[config.mk]
export PLATFORM = sky130hd
export DESIGN_NAME = bf_core
export DESIGN_NICKNAME = d
export VERILOG_FILES = /design/src/rtl/bf_core.sv
export SDC_FILE = /design/constraint.sdc
export NUM_CORES = 1
export LEC_CHECK = 0
export BUFFER_PORTS_ARGS = -buffer_cell sky130_fd_sc_hd__buf_2
export CORE_ASPECT_RATIO = 1.25
export CORE_UTILIZATION = 40
export DETAILED_ROUTE_END_ITERATION = 12
export HOLD_SLACK_MARGIN = 0.02
export SYNTH_ARGS = -nofsm -noshare
export SYNTH_HDL_FRONTEND = slang
export SYNTH_SLANG_ARGS = --single-unit
[constraint.sdc]
create_clock -name clk -period 4.1 [get_ports clk]
set_clock_uncertainty 0.1 [all_clocks]
set_input_delay 0.82 -clock clk [delete_from_list [all_inputs] [get_ports clk]]
set_output_delay 0.82 -clock clk [all_outputs]
set_load 0.01 [all_outputs]
[src/rtl/bf_core.sv]
// ---------------------------------------------------------------------------
// bf_core
//
// Parametrised Brainfuck execution core. Opcodes come from a synchronous
// program RAM. Cells live in a synchronous data RAM. Byte I/O uses
// valid/ready streams. A start/halt interface reports why the core stopped.
//
// Ports:
//   clk, reset      clock and synchronous active-high reset
//   en              0 freezes all state and forces every strobe low
//   start           one-cycle pulse, honoured in IDLE or HALT
//   prog_addr/ren   program RAM read port; prog_rval is valid next cycle
//   data_addr       current data pointer
//   data_ren        cell read strobe; data_rval is valid next cycle
//   data_wen/wval   cell write port
//   stdin_*         input byte stream (core is the sink)
//   stdout_*        output byte stream (core is the source)
//   busy, halted    run status
//   halt_code       0 none, 1 END, 2 DP_UNDER, 3 DP_OVER, 4 STK_OVF,
//                   5 STK_UNDF, 6 UNMATCHED
// ---------------------------------------------------------------------------
module bf_core #(
    parameter int PROG_ADDR_WIDTH = 10,
    parameter int DATA_ADDR_WIDTH = 8,
    parameter int CELL_WIDTH      = 8,
    parameter int STACK_DEPTH     = 16,
    parameter int WRAP_DP         = 0
) (
    input  logic                       clk,
    input  logic                       reset,
    input  logic                       en,
    input  logic                       start,
    output logic [PROG_ADDR_WIDTH-1:0] prog_addr,
    output logic                       prog_ren,
    input  logic [7:0]                 prog_rval,
    output logic [DATA_ADDR_WIDTH-1:0] data_addr,
    output logic                       data_ren,
    input  logic [CELL_WIDTH-1:0]      data_rval,
    output logic                       data_wen,
    output logic [CELL_WIDTH-1:0]      data_wval,
    input  logic [7:0]                 stdin_data,
    input  logic                       stdin_valid,
    output logic                       stdin_ready,
    output logic [7:0]                 stdout_data,
    output logic                       stdout_valid,
    input  logic                       stdout_ready,
    output logic                       busy,
    output logic                       halted,
    output logic [2:0]                 halt_code
);

    localparam int PROG_DEPTH  = 2 ** PROG_ADDR_WIDTH;
    localparam int DEPTH_WIDTH = $clog2(PROG_DEPTH) + 1;
    localparam int SP_WIDTH    = $clog2(STACK_DEPTH + 1);
    localparam int SIDX_WIDTH  = (STACK_DEPTH > 1) ? $clog2(STACK_DEPTH) : 1;

    localparam logic [7:0] OP_RIGHT = 8'h3E;
    localparam logic [7:0] OP_LEFT  = 8'h3C;
    localparam logic [7:0] OP_INC   = 8'h2B;
    localparam logic [7:0] OP_DEC   = 8'h2D;
    localparam logic [7:0] OP_OUT   = 8'h2E;
    localparam logic [7:0] OP_IN    = 8'h2C;
    localparam logic [7:0] OP_OPEN  = 8'h5B;
    localparam logic [7:0] OP_CLOSE = 8'h5D;
    localparam logic [7:0] OP_END   = 8'h00;

    localparam logic [2:0] HC_NONE      = 3'd0;
    localparam logic [2:0] HC_END       = 3'd1;
    localparam logic [2:0] HC_DP_UNDER  = 3'd2;
    localparam logic [2:0] HC_DP_OVER   = 3'd3;
    localparam logic [2:0] HC_STK_OVF   = 3'd4;
    localparam logic [2:0] HC_STK_UNDF  = 3'd5;
    localparam logic [2:0] HC_UNMATCHED = 3'd6;

    typedef enum logic [3:0] {
        S_IDLE,
        S_FETCH,
        S_DECODE,
        S_READ,
        S_EXEC,
        S_IN_WAIT,
        S_OUT_WAIT,
        S_SKIP_F,
        S_SKIP_D,
        S_HALT
    } state_t;

    state_t                     state, state_n;
    logic [PROG_ADDR_WIDTH-1:0] pc, pc_n;
    logic [DATA_ADDR_WIDTH-1:0] dp, dp_n;
    logic [SP_WIDTH-1:0]        sp, sp_n;
    logic [DEPTH_WIDTH-1:0]     depth, depth_n;
    logic [2:0]                 halt_code_n;
    logic                       wr_pend, wr_pend_n;
    logic [CELL_WIDTH-1:0]      data_wval_n;
    logic [7:0]                 stdout_data_n;
    logic                       push_en;

    logic [PROG_ADDR_WIDTH-1:0] stack [STACK_DEPTH];

    logic [PROG_ADDR_WIDTH-1:0] pc_inc;
    logic                       pc_last;
    logic [SP_WIDTH-1:0]        sp_m1;
    logic [SIDX_WIDTH-1:0]      push_idx;
    logic [SIDX_WIDTH-1:0]      top_idx;
    state_t                     adv_state;
    state_t                     skip_state;
    logic [PROG_ADDR_WIDTH-1:0] adv_pc;
    logic [2:0]                 adv_code;

    // Stepping past the last program address ends the run instead of
    // wrapping, so every "pc+1" site uses these pre-computed outcomes.
    assign pc_inc     = pc + PROG_ADDR_WIDTH'(1);
    assign pc_last    = &pc;
    assign adv_state  = pc_last ? S_HALT : S_FETCH;
    assign skip_state = pc_last ? S_HALT : S_SKIP_F;
    assign adv_pc     = pc_last ? pc : pc_inc;
    assign adv_code   = pc_last ? HC_END : halt_code;

    assign sp_m1    = sp - SP_WIDTH'(1);
    assign push_idx = sp[SIDX_WIDTH-1:0];
    assign top_idx  = sp_m1[SIDX_WIDTH-1:0];

    // Strobes come only from registered state and are all masked by en.
    // Cell writes are posted: EXEC/IN_WAIT register the value and raise
    // wr_pend, and the RAM takes it during the following cycle, which is
    // always FETCH or HALT, so dp has not moved yet.
    assign prog_addr    = pc;
    assign prog_ren     = en && (state == S_FETCH || state == S_SKIP_F);
    assign data_addr    = dp;
    assign data_ren     = en && (state == S_READ);
    assign data_wen     = en && wr_pend;
    assign stdin_ready  = en && (state == S_IN_WAIT);
    assign stdout_valid = en && (state == S_OUT_WAIT);
    assign busy         = (state != S_IDLE) && (state != S_HALT);
    assign halted       = (state == S_HALT);

    // Next-state and datapath decode. Every path starts from "hold", and
    // the non-halting paths then pick up the shared pc+1 outcome.
    always_comb begin
        state_n       = state;
        pc_n          = pc;
        dp_n          = dp;
        sp_n          = sp;
        depth_n       = depth;
        halt_code_n   = halt_code;
        wr_pend_n     = 1'b0;
        data_wval_n   = data_wval;
        stdout_data_n = stdout_data;
        push_en       = 1'b0;

        case (state)
            S_IDLE, S_HALT: begin
                if (start) begin
                    pc_n        = '0;
                    dp_n        = '0;
                    sp_n        = '0;
                    depth_n     = '0;
                    halt_code_n = HC_NONE;
                    state_n     = S_FETCH;
                end
            end

            S_FETCH: state_n = S_DECODE;

            S_DECODE: begin
                state_n     = adv_state;
                pc_n        = adv_pc;
                halt_code_n = adv_code;
                case (prog_rval)
                    OP_RIGHT: begin
                        if (&dp && WRAP_DP == 0) begin
                            state_n     = S_HALT;
                            pc_n        = pc;
                            halt_code_n = HC_DP_OVER;
                        end else begin
                            dp_n = dp + DATA_ADDR_WIDTH'(1);
                        end
                    end
                    OP_LEFT: begin
                        if (dp == '0 && WRAP_DP == 0) begin
                            state_n     = S_HALT;
                            pc_n        = pc;
                            halt_code_n = HC_DP_UNDER;
                        end else begin
                            dp_n = dp - DATA_ADDR_WIDTH'(1);
                        end
                    end
                    OP_INC, OP_DEC, OP_OUT, OP_OPEN, OP_CLOSE: begin
                        state_n     = S_READ;
                        pc_n        = pc;
                        halt_code_n = halt_code;
                    end
                    OP_IN: begin
                        state_n     = S_IN_WAIT;
                        pc_n        = pc;
                        halt_code_n = halt_code;
                    end
                    OP_END: begin
                        state_n     = S_HALT;
                        pc_n        = pc;
                        halt_code_n = HC_END;
                    end
                    default: ;
                endcase
            end

            S_READ: state_n = S_EXEC;

            // prog_rval is still the current opcode here: nothing has
            // strobed the program RAM since DECODE.
            S_EXEC: begin
                state_n     = adv_state;
                pc_n        = adv_pc;
                halt_code_n = adv_code;
                case (prog_rval)
                    OP_INC: begin
                        wr_pend_n   = 1'b1;
                        data_wval_n = data_rval + CELL_WIDTH'(1);
                    end
                    OP_DEC: begin
                        wr_pend_n   = 1'b1;
                        data_wval_n = data_rval - CELL_WIDTH'(1);
                    end
                    OP_OUT: begin
                        stdout_data_n = data_rval[7:0];
                        state_n       = S_OUT_WAIT;
                        pc_n          = pc;
                        halt_code_n   = halt_code;
                    end
                    OP_OPEN: begin
                        if (data_rval == '0) begin
                            depth_n = DEPTH_WIDTH'(1);
                            state_n = skip_state;
                        end else if (sp == SP_WIDTH'(STACK_DEPTH)) begin
                            state_n     = S_HALT;
                            pc_n        = pc;
                            halt_code_n = HC_STK_OVF;
                        end else begin
                            push_en = 1'b1;
                            sp_n    = sp + SP_WIDTH'(1);
                        end
                    end
                    OP_CLOSE: begin
                        if (sp == '0) begin
                            state_n     = S_HALT;
                            pc_n        = pc;
                            halt_code_n = HC_STK_UNDF;
                        end else if (data_rval != '0) begin
                            state_n     = S_FETCH;
                            pc_n        = stack[top_idx];
                            halt_code_n = halt_code;
                        end else begin
                            sp_n = sp_m1;
                        end
                    end
                    default: ;
                endcase
            end

            S_IN_WAIT: begin
                if (stdin_valid) begin
                    wr_pend_n   = 1'b1;
                    data_wval_n = CELL_WIDTH'(stdin_data);
                    state_n     = adv_state;
                    pc_n        = adv_pc;
                    halt_code_n = adv_code;
                end
            end

            S_OUT_WAIT: begin
                if (stdout_ready) begin
                    state_n     = adv_state;
                    pc_n        = adv_pc;
                    halt_code_n = adv_code;
                end
            end

            S_SKIP_F: state_n = S_SKIP_D;

            // Forward skip only tracks bracket depth; the stack is
            // untouched until the matching ']' is found.
            S_SKIP_D: begin
                state_n     = skip_state;
                pc_n        = adv_pc;
                halt_code_n = adv_code;
                case (prog_rval)
                    OP_OPEN: depth_n = depth + DEPTH_WIDTH'(1);
                    OP_CLOSE: begin
                        depth_n = depth - DEPTH_WIDTH'(1);
                        if (depth == DEPTH_WIDTH'(1)) begin
                            state_n = adv_state;
                        end
                    end
                    OP_END: begin
                        state_n     = S_HALT;
                        pc_n        = pc;
                        halt_code_n = HC_UNMATCHED;
                    end
                    default: ;
                endcase
            end

            default: state_n = S_IDLE;
        endcase
    end

    // State and datapath registers. Reset wins over everything and drops
    // any in-flight handshake or posted write; en=0 simply holds.
    always_ff @(posedge clk) begin
        if (reset) begin
            state       <= S_IDLE;
            pc          <= '0;
            dp          <= '0;
            sp          <= '0;
            depth       <= '0;
            halt_code   <= HC_NONE;
            wr_pend     <= 1'b0;
            data_wval   <= '0;
            stdout_data <= '0;
        end else if (en) begin
            state       <= state_n;
            pc          <= pc_n;
            dp          <= dp_n;
            sp          <= sp_n;
            depth       <= depth_n;
            halt_code   <= halt_code_n;
            wr_pend     <= wr_pend_n;
            data_wval   <= data_wval_n;
            stdout_data <= stdout_data_n;
        end
    end

    // Loop return stack. It stores the address just after each '[', so a
    // taken ']' jumps straight to the loop body.
    always_ff @(posedge clk) begin
        if (!reset && en && push_en) begin
            stack[push_idx] <= pc_inc;
        end
    end

endmodule

==> summary.md <==
| Metric | Value |
|---|---|
| Max_cap viols | `0` |
| Routed len/inst | `roughly 21 um` |
| YS warnings | `0` |
| Area growth syn-to-layout | `16.2%` |
| Row count | `between 60 and 70` |
| Final hold violations | `0` |
| CP max stage cell | `or4b_1` |
| Vias in the first global route | `between 7000 and 8000` |
| DRC errors left | `0` |
| GR Util All Layers | `21.0%` |
| Met3 Routed Length | `around 1800 um` |
| Post-CTS setup buffers | `0` |
| Pwr Density | `approximately 400 nW/um2` |
| Mean post-synth cell area | `around 12 um2` |
| Cts hold-fix bufs | `0` |
| Via count | `about 7600` |
| Pwr Total | `4.92 mW` |
| ANT nets after route | `0` |
| Number of detailed-route iterations in the first pass | `5` |
| Ratio of cells with drive above 1 in the final layout | `21.9%` |
| Critical Setup Path Class | `reg2reg` |
| # nets final | `around 1000` |
| Worst skew pair latency | `roughly 0.53 ns` |
| Root Buffer | `clkbuf_16` |
| CP Launch Type | `register` |
| Antenna diodes | `0` |
| Worst VDD drop | `0.293 mV` |
| Area of the mapped netlist | `about 11000 um2` |
| Core area | `~26000 um2` |
| Post-detail-place hpwl | `a little under 20000 um` |
| I/O Buffers | `73` |
| Crit path max fanout | `15` |
| Leakage | `4.31 nW` |
| Critical-path cell list | `buf_4 -> or4b_1 -> nor4_1 -> o21ai_1 -> or2_1 -> or4_1 -> a31oi_1` |
| Detailed Route Iter0 Violations | `a little over 500` |
| Post-synthesis register bit count | `around 220` |
| Setup violations, final | `0` |
| WL final | `roughly 28000 um` |
| Most used DFF post-synth | `edfxtp_1` |
| Initial Utilization | `41.0%` |
| Net count after synthesis | `a little over 900` |
| DR top layer | `met4` |
| PnR worst setup slack | `approximately 0.94 ns` |
| Clk pin slew, worst setup/hold paths | `~0.060 ns` |
| Largest stage delay, worst path | `approximately 0.75 ns` |
| CTS tree | `done` |
| Number of distinct library cells after synthesis | `78` |
| CTS Buf Count | `24` |
| DRT met1 WL | `about 11000 um` |
| Drt via density | `approximately 5.8` |
| CTS Sinks | `around 220` |
| Htree depth | `1` |
| Largest net degree at the start of global routing | `47` |
| Reg2reg setup slack | `0.94 ns` |
| Final Max Tran Viols | `0` |
| Routed length on met2 | `14100 um` |
| Die height | `roughly 190 um` |
| Die area | `~27000 um2` |
| Final std cells w/o fill | `between 1000 and 1500` |
| # placed instances | `around 1300` |
| Initial antenna violation count | `0` |
| Critical Path Sink Type | `register` |
| # IOs | `74` |
| Chip Width | `around 150 um` |
| Final hold slack | `between 0.3 and 0.4 ns` |
| Min-delay worst type | `reg2reg` |
| Min cycle time layout | `between 3 and 4 ns` |
| Post-CTS Resized | `0` |
| Multi-input gate area | `~4500 um2` |
| Routability cong. | `about 0.94` |
| RSZ-0062 raised after global routing | `false` |
| Max-slew headroom | `18.1%` |
| Fill cells | `around 2300` |
| Synth async-reset ratio | `0%` |
| Status | `complete, no violations` |
| Post-synth EDFFs | `160` |
| Setup_tns | `0 ns` |
| Pre-CTS WS | `approximately 0.55 ns` |
| Cells after Synth | `874` |
| F_max | `316 MHz` |
| Final period util | `between 70% and 80%` |
| FF+latch area | `about 6000 um2` |
| First-pass GRT wire length | `approximately 44000 um` |
| Arr. time, crit path | `approximately 3.5 ns` |
| Total gr overflow | `0` |
| Critical Path RT | `4.45 ns` |
| Register area share after synthesis | `55.6%` |
| Least-Margin Pin Slew | `about 1.2 ns` |
| Clk buf depth | `3` |
==> layout make-up <==
type,instances,area share (%)
Sequential cell,218,47.9
Multi-Input combinational cell,578,35.8
Timing Repair Buffer,124,6.10
Clock buffer,31,5.11
Tap cell,340,3.41
Clock inverter,12,1.02
Inverter,25,0.753
==> flip-flops by register name, indices dropped and copies added, names as in the netlist <==
name / flops
data_addr: 8
data_wval: 8
depth: 11
halt_code: 3
prog_addr: 10
sp: 5
stack: 160
state: 4
stdout_data: 8
wr_pend: 1
==> synth_stat cells (7+ instances only) <==
master / n / share of area [%]
ha_1: 21 / 2.4
dfxtp_1: 58 / 11
nand4_1: 11 / 0.64
nor2_1: 73 / 2.6
mux4_2: 40 / 8.4
nor4_1: 20 / 1.2
nor3_1: 38 / 1.8
and3_1: 8 / 0.47
a31oi_1: 8 / 0.47
o22ai_1: 7 / 0.41
inv_1: 23 / 0.80
nand2_1: 52 / 1.8
o21ai_0: 23 / 1.1
nand3_1: 24 / 1.1
clkbuf_1: 35 / 1.2
nor2b_1: 8 / 0.47
edfxtp_1: 160 / 45
nand4b_1: 7 / 0.57
a21oi_1: 43 / 2.0
mux2i_1: 27 / 2.5
buf_2: 12 / 0.56
a211oi_1: 15 / 1.0
xnor2_1: 28 / 2.3
==> critical path: cells and delay by family, from the launching register on <==
kind,cells,cell delay [ns]
AND/OR/NAND/NOR,4,1.96
AO/OA/AOI/OAI,2,0.41
flip-flops,1,0.38
buffers and inverters,1,0.23
==> cell families (layout without fill, tap and decap cells) <==
logic type | Yosys count | count (layout) | share of synthesized area (%)
flops | 218 | 218 | 55.6
buf+inv | 78 | 192 | 2.97
fa+ha+maj | 23 | 23 | 2.82
mux | 68 | 68 | 11.0
xor+xnor | 32 | 32 | 2.61
compound gates | 163 | 163 | 10.4
simple gates | 292 | 292 | 14.5
==> final timing paths <==
path	from	to	depth (start not counted)
max	state[3]	data_addr[7]	7
min	stdout_data[6]	stdout_data[6]	2
max reg2reg	state[3]	data_addr[7]	7
min reg2reg	stdout_data[6]	stdout_data[6]	2
==> where the power goes <==
| part | switching [mW] | total [mW] | internal (mW) |
|---|---|---|---|
| Sequential | 0.0232 | 2.42 | 2.39 |
| Clock | 0.878 | 2.10 | 1.23 |
| Combinational | 0.270 | 0.401 | 0.131 |
| Total | 1.17 | 4.92 | 3.75 |
==> stage by stage <==
| step | util (%) | cell area (um2) |
|---|---|---|
| 2_1_floorplan | - | 10700 |
| 3_3_place_gp | 44.7 | 11700 |
| 3_5_place_dp | 44.7 | 11700 |
| 4_1_cts | 47.6 | 12500 |
| 5_1_grt | 47.6 | 12500 |
| 6_report | 47.6 | 12500 |
==> metal layers <==
metal	track usage (%)	vias up
met5	0	-
met4	8.00	0
met3	3.47	56
met2	37.2	261
met1	25.4	3714
li1	-	3605
==> cells in the final DEF, fill, tap and decap left out, types with 4 or more instances in the layout <==
cell type / count
or4_1: 6
o21a_1: 5
clkbuf_16: 24
buf_2: 73
nor3b_1: 4
nor3_1: 38
a32o_1: 4
nor4_1: 20
nand4b_1: 7
nor2_1: 73
o211ai_1: 5
a2111oi_0: 5
o21bai_1: 5
nand2b_1: 5
nor2b_1: 8
clkinv_1: 5
mux2i_1: 27
o311ai_0: 4
mux4_2: 40
o21ai_0: 23
edfxtp_1: 160
or3_1: 5
nand4_1: 11
o22ai_1: 7
and3_1: 8
xnor2_1: 28
and4b_1: 4
buf_4: 50
clkbuf_1: 6
nand2_1: 52
ha_1: 20
a211oi_1: 15
dfxtp_1: 57
nand3_1: 24
inv_1: 23
a21o_1: 5
a31oi_1: 8
a21oi_1: 43
No activity file was read; power rests on OpenSTA's default activity.
